<file path="config.mk">
export PLATFORM = sky130hd
export DESIGN_NAME = sprite_layer_renderer
export DESIGN_NICKNAME = d
export VERILOG_FILES = /design/src/rtl/sprite_pkg.sv /design/src/rtl/tank_palette.sv /design/src/rtl/sprite_layer_renderer.sv
export SDC_FILE = /design/constraint.sdc
export NUM_CORES = 1
export LEC_CHECK = 0
export CAP_MARGIN = 20
export CORE_UTILIZATION = 55
export DETAILED_ROUTE_END_ITERATION = 7
export HOLD_SLACK_MARGIN = 0.02
export PLACE_DENSITY = 0.86
export SLEW_MARGIN = 20
export SYNTH_ARGS = -nofsm -noshare
export SYNTH_HDL_FRONTEND = slang
export SYNTH_SLANG_ARGS = --single-unit
</file>
<file path="constraint.sdc">
create_clock -name vga_clk -period 6.5 [get_ports vga_clk]
set_input_delay 0.975 -clock vga_clk [delete_from_list [all_inputs] [get_ports vga_clk]]
set_output_delay 0.975 -clock vga_clk [all_outputs]
set_load 0.01 [all_outputs]
</file>
<file path="src/rtl/sprite_pkg.sv">
// Shared types and constants for the sprite layer: colour struct, screen size,
// facing directions and a width helper that never returns zero.
package sprite_pkg;

   typedef struct packed {
      logic [3:0] r;
      logic [3:0] g;
      logic [3:0] b;
   } rgb4_t;

   localparam int SCREEN_W = 640;
   localparam int SCREEN_H = 480;

   typedef enum logic [1:0] {DIR_UP, DIR_RIGHT, DIR_DOWN, DIR_LEFT} dir_t;

   // Counter width for a modulus of n; a 1-value counter still gets one bit.
   function automatic int width_of(input int n);
      return (n > 1) ? $clog2(n) : 1;
   endfunction

endpackage

</file>
<file path="src/rtl/tank_palette.sv">
// Combinational palette lookup: sprite ROM index -> 4-bit RGB.
// Only the low four index bits select one of the sixteen tank colours.
module tank_palette
   import sprite_pkg::*;
#(
   parameter int IDX_W = 4
) (
   input  logic [IDX_W-1:0] idx,
   output rgb4_t            rgb
);

   always_comb begin
      rgb = '0;
      unique case (idx[3:0])
         4'h0: rgb = {4'h0, 4'h0, 4'h0};
         4'h1: rgb = {4'hF, 4'h0, 4'h0};
         4'h2: rgb = {4'h0, 4'hF, 4'h0};
         4'h3: rgb = {4'h0, 4'h0, 4'hF};
         4'h4: rgb = {4'hF, 4'hF, 4'h0};
         4'h5: rgb = {4'h4, 4'hA, 4'h2};
         4'h6: rgb = {4'h8, 4'h8, 4'h8};
         4'h7: rgb = {4'hF, 4'hF, 4'hF};
         4'h8: rgb = {4'h8, 4'h4, 4'h0};
         4'h9: rgb = {4'h0, 4'hF, 4'hF};
         4'hA: rgb = {4'hF, 4'h0, 4'hF};
         4'hB: rgb = {4'h3, 4'h3, 4'h3};
         4'hC: rgb = {4'hA, 4'h5, 4'h2};
         4'hD: rgb = {4'h2, 4'hA, 4'h5};
         4'hE: rgb = {4'h5, 4'h2, 4'hA};
         4'hF: rgb = {4'hC, 4'hC, 4'hC};
         default: rgb = '0;
      endcase
   end

endmodule

</file>
<file path="src/rtl/sprite_layer_renderer.sv">
// Positioned, scaled, animated sprite layer: latches sprite state at frame start and
// renders through a 3-stage pipeline (address, ROM read, palette) into RGB + opaque flag.
module sprite_layer_renderer
   import sprite_pkg::*;
#(
   parameter int SPR_W      = 32,
   parameter int SPR_H      = 32,
   parameter int SCALE_LOG2 = 0,
   parameter int N_DIRS     = 4,
   parameter int N_PHASES   = 2,
   parameter int IDX_W      = 4,
   parameter int TRANSP_IDX = 0,
   parameter int ANIM_DIV   = 8,
   localparam int DIR_W     = width_of(N_DIRS),
   localparam int ADDR_W    = $clog2(N_DIRS*N_PHASES*SPR_W*SPR_H)
) (
   input  logic              vga_clk,
   input  logic              reset_n,
   input  logic [9:0]        DrawX,
   input  logic [9:0]        DrawY,
   input  logic              blank,
   input  logic [9:0]        pos_x,
   input  logic [9:0]        pos_y,
   input  logic [DIR_W-1:0]  dir,
   input  logic              moving,
   output logic [ADDR_W-1:0] rom_address,
   input  logic [IDX_W-1:0]  rom_q,
   output logic [3:0]        red,
   output logic [3:0]        green,
   output logic [3:0]        blue,
   output logic              sprite_on
);

   localparam int PH_W  = width_of(N_PHASES);
   localparam int DIV_W = width_of(ANIM_DIV);
   localparam logic [10:0]      BOX_W    = 11'(SPR_W << SCALE_LOG2);
   localparam logic [10:0]      BOX_H    = 11'(SPR_H << SCALE_LOG2);
   localparam logic [PH_W-1:0]  PH_LAST  = PH_W'(N_PHASES - 1);
   localparam logic [DIV_W-1:0] DIV_LAST = DIV_W'(ANIM_DIV - 1);
   localparam logic [IDX_W-1:0] TRANSP   = IDX_W'(TRANSP_IDX);

   logic [9:0]       pos_x_q, pos_y_q;
   logic [DIR_W-1:0] dir_q;
   logic             moving_q;
   logic [PH_W-1:0]  phase_q;
   logic [DIV_W-1:0] div_q;
   logic             frame_start;

   assign frame_start = (DrawX == 10'd0) && (DrawY == 10'd0);

   // Sprite state is sampled only at frame start so a frame never tears.
   // NOTE: state registers use non-blocking assignments so every block sees pre-edge values.
   always_ff @(posedge vga_clk) begin
      if (!reset_n) begin
         pos_x_q  <= '0;
         pos_y_q  <= '0;
         dir_q    <= '0;
         moving_q <= 1'b0;
         phase_q  <= '0;
         div_q    <= '0;
      end else if (frame_start) begin
         pos_x_q  <= pos_x;
         pos_y_q  <= pos_y;
         dir_q    <= dir;
         moving_q <= moving;
         if (moving_q) begin
            if (div_q == DIV_LAST) begin
               div_q   <= '0;
               phase_q <= (phase_q == PH_LAST) ? '0 : phase_q + 1'b1;
            end else begin
               div_q <= div_q + 1'b1;
            end
         end
      end
   end

   // S1 combinational: 11-bit offsets so a sprite near the right/bottom edge clips.
   logic [10:0]       dx, dy;
   logic              inbox;
   logic [31:0]       frame_idx;
   logic [ADDR_W-1:0] addr_s1;

   always_comb begin
      dx        = {1'b0, DrawX} - {1'b0, pos_x_q};
      dy        = {1'b0, DrawY} - {1'b0, pos_y_q};
      inbox     = !dx[10] && !dy[10] && (dx < BOX_W) && (dy < BOX_H);
      frame_idx = 32'(dir_q) * 32'(N_PHASES) + 32'(phase_q);
      addr_s1   = ADDR_W'((frame_idx * 32'(SPR_H) + 32'(dy >> SCALE_LOG2)) * 32'(SPR_W)
                          + 32'(dx >> SCALE_LOG2));
   end

   logic  inbox_d1, blank_d1, inbox_d2, blank_d2;
   logic  opaque;
   rgb4_t pal_rgb, pix_q;

   tank_palette #(.IDX_W(IDX_W)) u_palette (
      .idx (rom_q),
      .rgb (pal_rgb)
   );

   assign opaque = blank_d2 && inbox_d2 && (rom_q != TRANSP);

   // NOTE: every pipeline stage is reset so a mid-line reset leaves no stale pixels behind.
   always_ff @(posedge vga_clk) begin
      if (!reset_n) begin
         rom_address <= '0;
         inbox_d1    <= 1'b0;
         blank_d1    <= 1'b0;
         inbox_d2    <= 1'b0;
         blank_d2    <= 1'b0;
         sprite_on   <= 1'b0;
         pix_q       <= '0;
      end else begin
         rom_address <= inbox ? addr_s1 : '0;
         inbox_d1    <= inbox;
         blank_d1    <= blank;
         inbox_d2    <= inbox_d1;
         blank_d2    <= blank_d1;
         sprite_on   <= opaque;
         pix_q       <= opaque ? pal_rgb : '0;
      end
   end

   assign red   = pix_q.r;
   assign green = pix_q.g;
   assign blue  = pix_q.b;

endmodule

</file>
==> flow_summary.yaml <==
die:
  dieArea_um2: 6610
  std_cell_rows: 28
  die_h_um: 81.3
  start_util_pct: 57.8
  io_pins: 76
  coreArea_um2: 5990
  die_x_um: 81.3
logic_synthesis:
  synthArstFlopShare_pct: 0
  syn_area_um2: 3460
  yosysTopAreaCellShare_pct: 33.0
  synthFlopType: "dfxtp_1"
  ys_ff_latch: 57
  synth.area.top_cells: "dfxtp_1, ha_1, mux2i_1"
  synthCells: 380
  synth_edf_count: 0
  avgSynthCellArea_um2: 9.11
  syn_nets: 469
  synth_area_leader_cell: "dfxtp_1"
  ys_warn_count: 0
  seq_area_frac_synth_pct: 33.0
  synthDistinctLibCells: 52
critical_path:
  slowest_stage: "clkdlybuf4s50_1"
  startpoint: "DrawX[0]"
  path_cells: "clkdlybuf4s50_1 > inv_1 > ha_1 > inv_1 > fa_1 > a21oi_1 > o22ai_1 > nor2_1 > xnor2_1 > ha_1 > a21o_1 > a21oi_1 > inv_1 > a21oi_1 > maj3_2 > mux2_4 > a2111oi_4"
  critPathBufInv: 4
  criticalPathCategory: "input port to flop"
  slowest_delay_ps: 410
  worstPathMaxFanout: 3
  critical-path-top-delay-family: "compound AO/OA/AOI/OAI gates"
  crit_arrival_ps: 4670
  reg2reg_from: "pos_x_q[0]$_SDFFE_PN0P_"
  end_kind: "flop"
  worstSetupStartpointType: "input port"
  required_ps: 6740
placement:
  place_congestion: 0.887
  placement.io_buffers: 75
  hpwl_um: 5880
sta:
  slew_headroom_pct: 60.6
  fin_tns_setup_ps: 0
  post-route-period-util_pct: 68.2
  final_max_slew_viol_count: 0
  clock_skew_ps: 8.71
  fin_crit_ps: 4430
  worst_pin_slew_ps: 591
  holdWs_ps: 459
  setup_violations: 0
  hold_viol_final: 0
  max_freq_mhz: 226
  rsz0062_at_grt: "false"
global_routing:
  grt_pass1_wl_um: 12100
  track_usage_pct: 24.7
  grt_max_degree: 33
  grt_antenna_before_repair: 0
  grt_pass1_vias: 2699
  grt.overflow.total: 0
route:
  wl_um: 7630
  drcViolationCount: 0
  wl_per_cell_um: 14.2
  vias: 2835
  drtIter0Drc: 91
  vias_per_cell: 5.29
  ant_nets: 0
  dr.pass1.iters: 4
cells_and_area:
  multi_input_area_um2: 2130
  fill_cells: 429
  drive_gt1_share_pct: 8.68
  seq_area_um2: 1140
  area_growth_pct: 28.9
  final_nets: 547
  n_antenna_cell: 0
clock_tree:
  clock_path_buffers: 2
  holdBufCountCts: 0
  cts_setup_buffers: 0
  clk_pin_slew_worst_paths_ps: 70
  clk_latency_ps: 340
  clock_sinks: 57
  htree_num_levels: 3
  cts-root-buf: "clkbuf_8"
  cts_resized: 0
  cts_tree: "done"
  numCtsBuffers: 9
outcome:
  status: "completed"
min_path:
  hold_class: "flop to flop"
  hp-start: "blank_d1$_SDFF_PN0_"
run:
  drv_cap: 0
power_and_ir_drop:
  p_per_area_nw_per_um2: 187
  power_leakage_nw: 1.68
  vdd_ir_drop_max_mv: 0.155
metrics by stage:
step | power (mW) | cell area [um2] | instances | util, % | setup WS (ps)
finish | 0.833 | 4460 | 536 | 74.4 | 2070
global route | 0.867 | 4460 | 536 | 74.4 | 1900
CTS | 0.837 | 4460 | 536 | 74.4 | 2100
detailed placement | 0.522 | 4280 | 522 | 71.4 | 1840
global placement | 0.516 | 4280 | 522 | 71.4 | 2020
floorplan | 0.466 | 3460 | 380 | - | 2570
per-layer routing:
layer	vias up	part of all wire (%)	wire length, um	GRT usage (%)
met3	16	4.7	355	7.42
li1	1440	-	-	-
met5	-	0	0	0
met2	78	50	3820	42.8
met1	1301	43	3310	28.6
met4	0	2.0	152	8.39
power by group:
| part | switching [mW] | internal [mW] |
|---|---|---|
| Clock | 0.135 | 0.181 |
| Sequential | 0.000175 | 0.350 |
| Combinational | 0.0847 | 0.0824 |
sequential cells by signal, indices dropped and copies added (netlist names):
| name | flops |
|---|---|
| red | 4 |
| inbox_d1 | 1 |
| green | 4 |
| phase_q | 1 |
| dir_q | 2 |
| blue | 4 |
| div_q | 3 |
| blank_d2 | 1 |
| inbox_d2 | 1 |
| pos_x_q | 10 |
| pos_y_q | 10 |
| rom_address | 13 |
| moving_q | 1 |
| sprite_on | 1 |
| blank_d1 | 1 |
Yosys cell counts, types with 2 or more instances:
master / instances
nor2_2: 8
dfxtp_1: 57
xor2_1: 6
nor2_1: 23
o21a_1: 3
nor2b_1: 31
nand2_1: 17
nor3_1: 6
ha_1: 35
clkbuf_1: 8
or3_1: 4
a21o_1: 5
nand2b_1: 6
o21ai_0: 12
o31ai_1: 2
and2_1: 4
a21oi_1: 22
mux2i_1: 25
a211oi_1: 3
a211o_1: 2
or2_2: 2
a21boi_0: 2
fa_1: 4
nor4_1: 5
xnor2_1: 14
a311oi_1: 2
inv_1: 39
o2111ai_1: 2
nand3_1: 8
layout by cell type, fill, tap and decap left out, types with 5 or more instances in the layout:
master,n
clkdlybuf4s50_1,75
mux2i_1,25
o21ai_0,12
inv_1,39
a21o_1,5
xor2_1,6
nor2_2,9
nor2_1,22
nand2_1,17
nor3_1,6
nand3_1,8
a21oi_1,22
clkbuf_8,10
nor2b_1,31
ha_1,35
nor4_1,5
dfxtp_1,57
nand2b_1,6
xnor2_1,14
path summary, 6_finish.rpt:
path | to | slack (ps) | cells past startpoint
worst max-delay path | rom_address[12]$_SDFF_PN0_ | 2070 | 17
worst min-delay path | blank_d2$_SDFF_PN0_ | 460 | 1
worst max register to register | rom_address[12]$_SDFF_PN0_ | 2830 | 15
worst min register to register | blank_d2$_SDFF_PN0_ | 460 | 1
cell families (layout without fill, tap and decap cells):
kind of cell	Yosys count	in the layout	synth area share, %
and+or+nand+nor	117	117	18.3
adders and majority gates	40	40	15.3
AOI/OAI and AO/OA	68	68	13.9
muxes	27	27	8.32
xor gates and xnor gates	21	21	5.53
DFF	57	57	33.0
buffers and inverters	50	131	5.68
final cells by class:
type | count | area share, %
clock inverters | 4 | 1.01
repair buffers | 77 | 17.2
inverters | 40 | 3.37
clock buffers | 10 | 3.09
multi-input cells | 273 | 47.7
flip-flops and latches | 57 | 25.6
well taps | 75 | 2.10
(Power assumes the default switching activity.)
